File: config.mk
export PLATFORM = sky130hd
export DESIGN_NAME = param_priority_encoder_flat
export DESIGN_NICKNAME = d
export VERILOG_FILES = /design/src/rtl/param_priority_encoder_pkg.sv /design/src/rtl/param_priority_encoder_if.sv /design/src/rtl/param_priority_encoder_lsb_find.sv /design/src/rtl/param_priority_encoder.sv /design/src/flat_wrapper.sv
export SDC_FILE = /design/constraint.sdc
export NUM_CORES = 1
export LEC_CHECK = 0
export CAP_MARGIN = 20
export CORE_UTILIZATION = 54
export DETAILED_ROUTE_END_ITERATION = 10
export PLACE_DENSITY = 0.85
export SKIP_LAST_GASP = 1
export SLEW_MARGIN = 20
export SYNTH_ARGS = -nofsm -noshare
export SYNTH_HDL_FRONTEND = slang
export SYNTH_SLANG_ARGS = --single-unit
File: constraint.sdc
create_clock -name clk -period 6 [get_ports clk]
set_input_delay 1.2 -clock clk [delete_from_list [all_inputs] [get_ports clk]]
set_output_delay 1.2 -clock clk [all_outputs]
set_load 0.03 [all_outputs]
File: src/rtl/param_priority_encoder_pkg.sv
// Shared constants and width helper for the parameterised priority encoder.
package pe_pkg;

  localparam logic MODE_FIXED = 1'b0;
  localparam logic MODE_RR    = 1'b1;

  // Index width for an n-entry request vector, never below one bit.
  function automatic int unsigned idx_width(input int unsigned n);
    return (n <= 32'd2) ? 32'd1 : 32'($clog2(n));
  endfunction

endpackage

File: src/rtl/param_priority_encoder_if.sv
// Request/result handshake bundle between producer, encoder and consumer.
interface param_priority_encoder_if
  import pe_pkg::*;
#(
  parameter int unsigned N = 8
) ();

  localparam int unsigned W = idx_width(N);

  logic         in_valid;
  logic         in_ready;
  logic [N-1:0] req;
  logic         rr_en;
  logic         out_valid;
  logic         out_ready;
  logic [W-1:0] idx;
  logic [N-1:0] onehot;
  logic         none;

  modport master (
    output in_valid, req, rr_en, out_ready,
    input  in_ready, out_valid, idx, onehot, none
  );

  modport slave (
    input  in_valid, req, rr_en, out_ready,
    output in_ready, out_valid, idx, onehot, none
  );

endinterface

File: src/rtl/param_priority_encoder_lsb_find.sv
// Combinational lowest-set-bit finder: index, one-hot and any-set flag.
module lsb_find
  import pe_pkg::*;
#(
  parameter  int unsigned N = 8,
  localparam int unsigned W = idx_width(N)
) (
  input  logic [N-1:0] vec,
  output logic [W-1:0] idx,
  output logic [N-1:0] onehot,
  output logic         found
);

  // Scan downward so the lowest set bit is the last one written.
  always_comb begin
    idx = '0;
    for (int i = int'(N) - 1; i >= 0; i--) begin
      if (vec[i]) idx = W'(i);
    end
  end

  assign onehot = vec & (~vec + N'(1));
  assign found  = |vec;

endmodule

File: src/rtl/param_priority_encoder.sv
// Fixed / round-robin priority encoder with a one-entry registered result.
module param_priority_encoder
  import pe_pkg::*;
#(
  parameter int unsigned N = 8
) (
  input logic                    clk,
  input logic                    rst_n,
  param_priority_encoder_if.slave bus
);

  localparam int unsigned W = idx_width(N);

  logic [W-1:0] ptr;
  logic [N-1:0] mask;
  logic [N-1:0] masked_req;

  logic [W-1:0] m_idx, f_idx, win_idx, ptr_next;
  logic [N-1:0] m_onehot, f_onehot, win_onehot;
  logic         m_found, f_found;
  logic         rr_mode, accept, ready;

  logic         valid_q, none_q;
  logic [W-1:0] idx_q;
  logic [N-1:0] onehot_q;

  // Keep only requesters at or above the round-robin pointer.
  always_comb begin
    mask = '0;
    for (int i = 0; i < int'(N); i++) begin
      mask[i] = (W'(i) >= ptr);
    end
  end

  assign masked_req = bus.req & mask;

  lsb_find #(.N(N)) u_masked (
    .vec    (masked_req),
    .idx    (m_idx),
    .onehot (m_onehot),
    .found  (m_found)
  );

  lsb_find #(.N(N)) u_full (
    .vec    (bus.req),
    .idx    (f_idx),
    .onehot (f_onehot),
    .found  (f_found)
  );

  // Masked search wins in round-robin mode; otherwise fall back to wrap-around.
  always_comb begin
    rr_mode    = (bus.rr_en == MODE_RR);
    win_idx    = f_idx;
    win_onehot = f_onehot;
    if (rr_mode && m_found) begin
      win_idx    = m_idx;
      win_onehot = m_onehot;
    end
    ptr_next = (win_idx == W'(N - 1)) ? '0 : win_idx + W'(1);
  end

  assign ready  = !valid_q || bus.out_ready;
  assign accept = bus.in_valid && ready;

  always_ff @(posedge clk or negedge rst_n) begin
    if (!rst_n) begin
      valid_q  <= 1'b0;
      idx_q    <= '0;
      onehot_q <= '0;
      none_q   <= 1'b0;
      ptr      <= '0;
    end else if (accept) begin
      valid_q  <= 1'b1;
      idx_q    <= f_found ? win_idx : '0;
      onehot_q <= f_found ? win_onehot : '0;
      none_q   <= !f_found;
      if (rr_mode && f_found) ptr <= ptr_next;
    end else if (valid_q && bus.out_ready) begin
      valid_q  <= 1'b0;
    end
  end

  assign bus.in_ready  = ready;
  assign bus.out_valid = valid_q;
  assign bus.idx       = idx_q;
  assign bus.onehot    = onehot_q;
  assign bus.none      = none_q;

endmodule

File: src/flat_wrapper.sv
// flat-port wrapper written by rule: the top's interface ports become plain ports
module param_priority_encoder_flat import pe_pkg::*;
#(
  parameter int unsigned N = 8
)
  (clk, rst_n, bus_in_valid, bus_req, bus_rr_en, bus_out_ready, bus_in_ready, bus_out_valid, bus_idx, bus_onehot, bus_none);
  param_priority_encoder_if #(.N(N)) bus_i ();
  input logic clk;
  input logic rst_n;
  input wire logic [$bits(bus_i.in_valid)-1:0] bus_in_valid;
  input wire logic [$bits(bus_i.req)-1:0] bus_req;
  input wire logic [$bits(bus_i.rr_en)-1:0] bus_rr_en;
  input wire logic [$bits(bus_i.out_ready)-1:0] bus_out_ready;
  output wire logic [$bits(bus_i.in_ready)-1:0] bus_in_ready;
  output wire logic [$bits(bus_i.out_valid)-1:0] bus_out_valid;
  output wire logic [$bits(bus_i.idx)-1:0] bus_idx;
  output wire logic [$bits(bus_i.onehot)-1:0] bus_onehot;
  output wire logic [$bits(bus_i.none)-1:0] bus_none;
  assign bus_i.in_valid = bus_in_valid;
  assign bus_i.req = bus_req;
  assign bus_i.rr_en = bus_rr_en;
  assign bus_i.out_ready = bus_out_ready;
  assign bus_in_ready = bus_i.in_ready;
  assign bus_out_valid = bus_i.out_valid;
  assign bus_idx = bus_i.idx;
  assign bus_onehot = bus_i.onehot;
  assign bus_none = bus_i.none;
  param_priority_encoder #(.N(N)) u_core (.clk(clk), .rst_n(rst_n), .bus(bus_i));
endmodule
==> results by group <==
Outcome
  • Status: complete, no violations

Finish
  • Most common cell after layout, fill and taps aside: clkdlybuf4s50_1
  • Layout cells sized above 1: ~8.4%
  • Commonest non-fill, non-tap cells in the layout: clkdlybuf4s50_1, nand2_1, dfrtp_1
  • Cell area after layout: between 0.001 and 0.0015 mm²
  • Final std cells w/o fill: about 180
  • P&R area growth vs syn: 20.8%
  • Final #Nets: about 170
  • Antenna diodes: 0
  • Final Util: 71.6%

Drt
  • Remaining DRCs: 0
  • DR iter-0 viols: 30
  • Detailed Route WL: 3.01 mm
  • Pre-Repair DR Iteration Count: 4
  • Via count: ~1200
  • Vias/cell: ~6.5
  • Detail Route Antenna Nets: 0
  • WL/cell: 16.6 µm

Worst setup path
  • Peak fanout along the critical path: 11
  • CP arrival: approximately 4100 ps
  • Startpoint class of the critical path: input port
  • Worst R2R Start: u_core.ptr[2]
  • Start point of the critical path: bus_req[6]
  • Reg-to-Reg End: u_core.ptr[2]
  • Setup Crit Path Kind: input port to flip-flop
  • R2R Setup Slk: 3160 ps
  • Reg2Reg Depth: 8
  • Worst EP required: a little over 6000 ps
  • CP endpoint kind: flip-flop

Power
  • Pleak: around 0.58 nW
  • Internal Power: 276 µW
  • Switching Fraction: 43.9%
  • Comb power frac: 49.0%
  • Power Dens Cells: about 340 mW/mm²
  • Peak supply drop: 227 µV
  • NetSw: around 220 µW
  • Seq pwr share: 35.8%
  • Clock power frac: between 10% and 20%
  • Pwr Total: between 400 and 500 µW

Yosys
  • Ranking of synthesized cells by area: dfrtp_1, nand2_1, nor2_1
  • Yosys top cell by area: dfrtp_1
  • Post-synthesis sequential area ratio: approximately a third
  • Distinct cells, synth: 46
  • YS warnings: 0
  • Mapped Area: roughly 0.0012 mm²
  • Syn avg cell area: roughly 9 µm²
  • Synthesis-stage register bit count: 16
  • Synth top area share: 33.1%
  • Syn Nets: approximately 150
  • Synth Instances: between 100 and 150

STA
  • Final hold slack: about 500 ps
  • Relative slew margins: 38.4%
  • Final setup margin: around 2100 ps
  • TNS Setup: 0 ps
  • Fin. max-slew vios: 0
  • Max Fclk: roughly 260 MHz
  • Post-Route Skew: 10.6 ps
  • RSZ-0062 raised after global routing: false
  • Worst slew pin tran: between 900 and 1000 ps
  • Fin crit share: 64.5%
  • Final setup violation count: 0
  • Minimum clock period: approximately 3900 ps
  • Final hold vios: 0

Place
  • Post-DP HPWL: ~2.1 mm
  • Dpl ws: 1860 ps
  • Area after DPL: roughly 0.0014 mm²
  • PortBufs: 26
  • Placed cell count: roughly 180
  • GPL Wtd Cong: about 0.94

Worst hold path
  • Hold path depth: 2
  • Hold Path Sink: u_core.bus.onehot[7]
  • HP Start: u_core.bus.onehot[7]
  • Worst Hold Class: flip-flop to flip-flop

Clock network
  • Clock transition at path regs: between 100 and 150 ps
  • Root Buffer: clkbuf_4
  • CTS Hold Buffers Added: 0
  • Post_cts resized: 0
  • CTS sink cnt: 16
  • # Post-CTS Setup Buffers: 0
  • Clock latency on the worst-skew pair: ~300 ps
  • CTS Buffer Depth: 2
  • H-tree levels: 1
  • CTS tree: done
  • Num CTS Buffers: 3

Global route
  • Global route overflow: 0
  • Pin count of the biggest net entering global routing: 17
  • Initial antenna violation count: 0
  • Total global-route track usage: between 20% and 30%
  • Number of global-route vias before repair: 1048
  • First-pass GRT wire length: between 5 and 6 mm

Floorplanning
  • Initial Util: about three fifths
  • Die Y: roughly 49 µm
  • Die Footprint: between 0.002 and 0.0025 mm²
  • Top Ports: 27
  • Core area: approximately 0.0020 mm²
  • Std cell rows: 16
  • Die Wd: about 49 µm

Job
  • Number of max-cap violations: 0
-- flip-flops by register name (all words and copies together), names as in the netlist --
name / flops
u_core.ptr: 3
u_core.bus.out_valid: 1
u_core.bus.none: 1
u_core.bus.onehot: 8
u_core.bus.idx: 3
-- cell usage after synthesis (all sizes together) --
cell type,number
a311oi,2
o32a,1
a32o,2
o32ai,1
nand2b,4
a22o,5
and2,1
clkbuf,6
nor4,2
o21bai,1
a211oi,1
ha,2
nand3,5
and3,1
nand4b,1
nand3b,2
mux2,2
a2bb2oi,2
and4b,1
nor2,13
nand4,1
o31a,1
or4,1
o21a,2
mux2i,1
nor2b,4
o41a,1
o22ai,1
and3b,1
nand2,16
a31oi,1
inv,2
buf,7
o31ai,4
o21ai,13
a21oi,7
nor3,3
a21o,1
dfrtp,16
-- worst max-delay path by stage --
stage / endpoint / slack, ps / cells past startpoint
after global placement: u_core.ptr[2] / 2000 / 9
after global routing: u_core.ptr[2] / 2010 / 9
final: u_core.ptr[2] / 2130 / 9
after floorplan: u_core.ptr[2] / 2860 / 10
after detailed placement: u_core.ptr[2] / 1860 / 9
after CTS: u_core.ptr[2] / 2170 / 9
-- power groups by stage --
| stage | combinational [mW] | clock [mW] | sequential, mW |
|---|---|---|---|
| final | 0.241 | 0.0750 | 0.176 |
| after global routing | 0.259 | 0.0805 | 0.183 |
| after CTS | 0.238 | 0.0747 | 0.175 |
| after detailed placement | 0.238 | 0 | 0.177 |
| after global placement | 0.233 | 0 | 0.177 |
| after floorplan | 0.162 | 0 | 0.186 |
-- kinds of logic (layout without fill, tap and decap cells) --
group                    Yosys count  count (layout)  share of synthesized area [%]
adder cells (fa/ha/maj)            2               2                           2.07
AO/OA/AOI/OAI                     46              46                           29.9
flip-flops                        16              16                           33.1
buffers and inverters             15              32                           7.14
multiplexers                       3               3                           2.69
AND/OR/NAND/NOR                   56              56                           25.1
-- routing by layer --
metal | wire length, µm | vias to the layer above | global-route usage, %
li1 | - | 546 | -
met3 | 269 | 14 | 7.17
met4 | 85 | 0 | 5.39
met1 | 1260 | 555 | 35.6
met5 | 0 | - | 0
met2 | 1400 | 73 | 44.3
-- final cells by class --
type                            instances  area (µm²)
Tap cell                               27        33.8
Inverter                                2        7.51
Timing Repair Buffer                   26         260
Multi-Input combinational cell        107         723
Clock buffer                            4        36.3
Fill cell                             170         581
Sequential cell                        16         400
-- critical path: stages --
cell	delay (ps)
clkdlybuf4s50_1	740
and3b_1	250
a311oi_2	380
o41a_1	540
nor2_4	90
a31oi_4	190
ha_1	170
ha_1	220
mux2_1	280
Power figures use the tool's default switching activity.
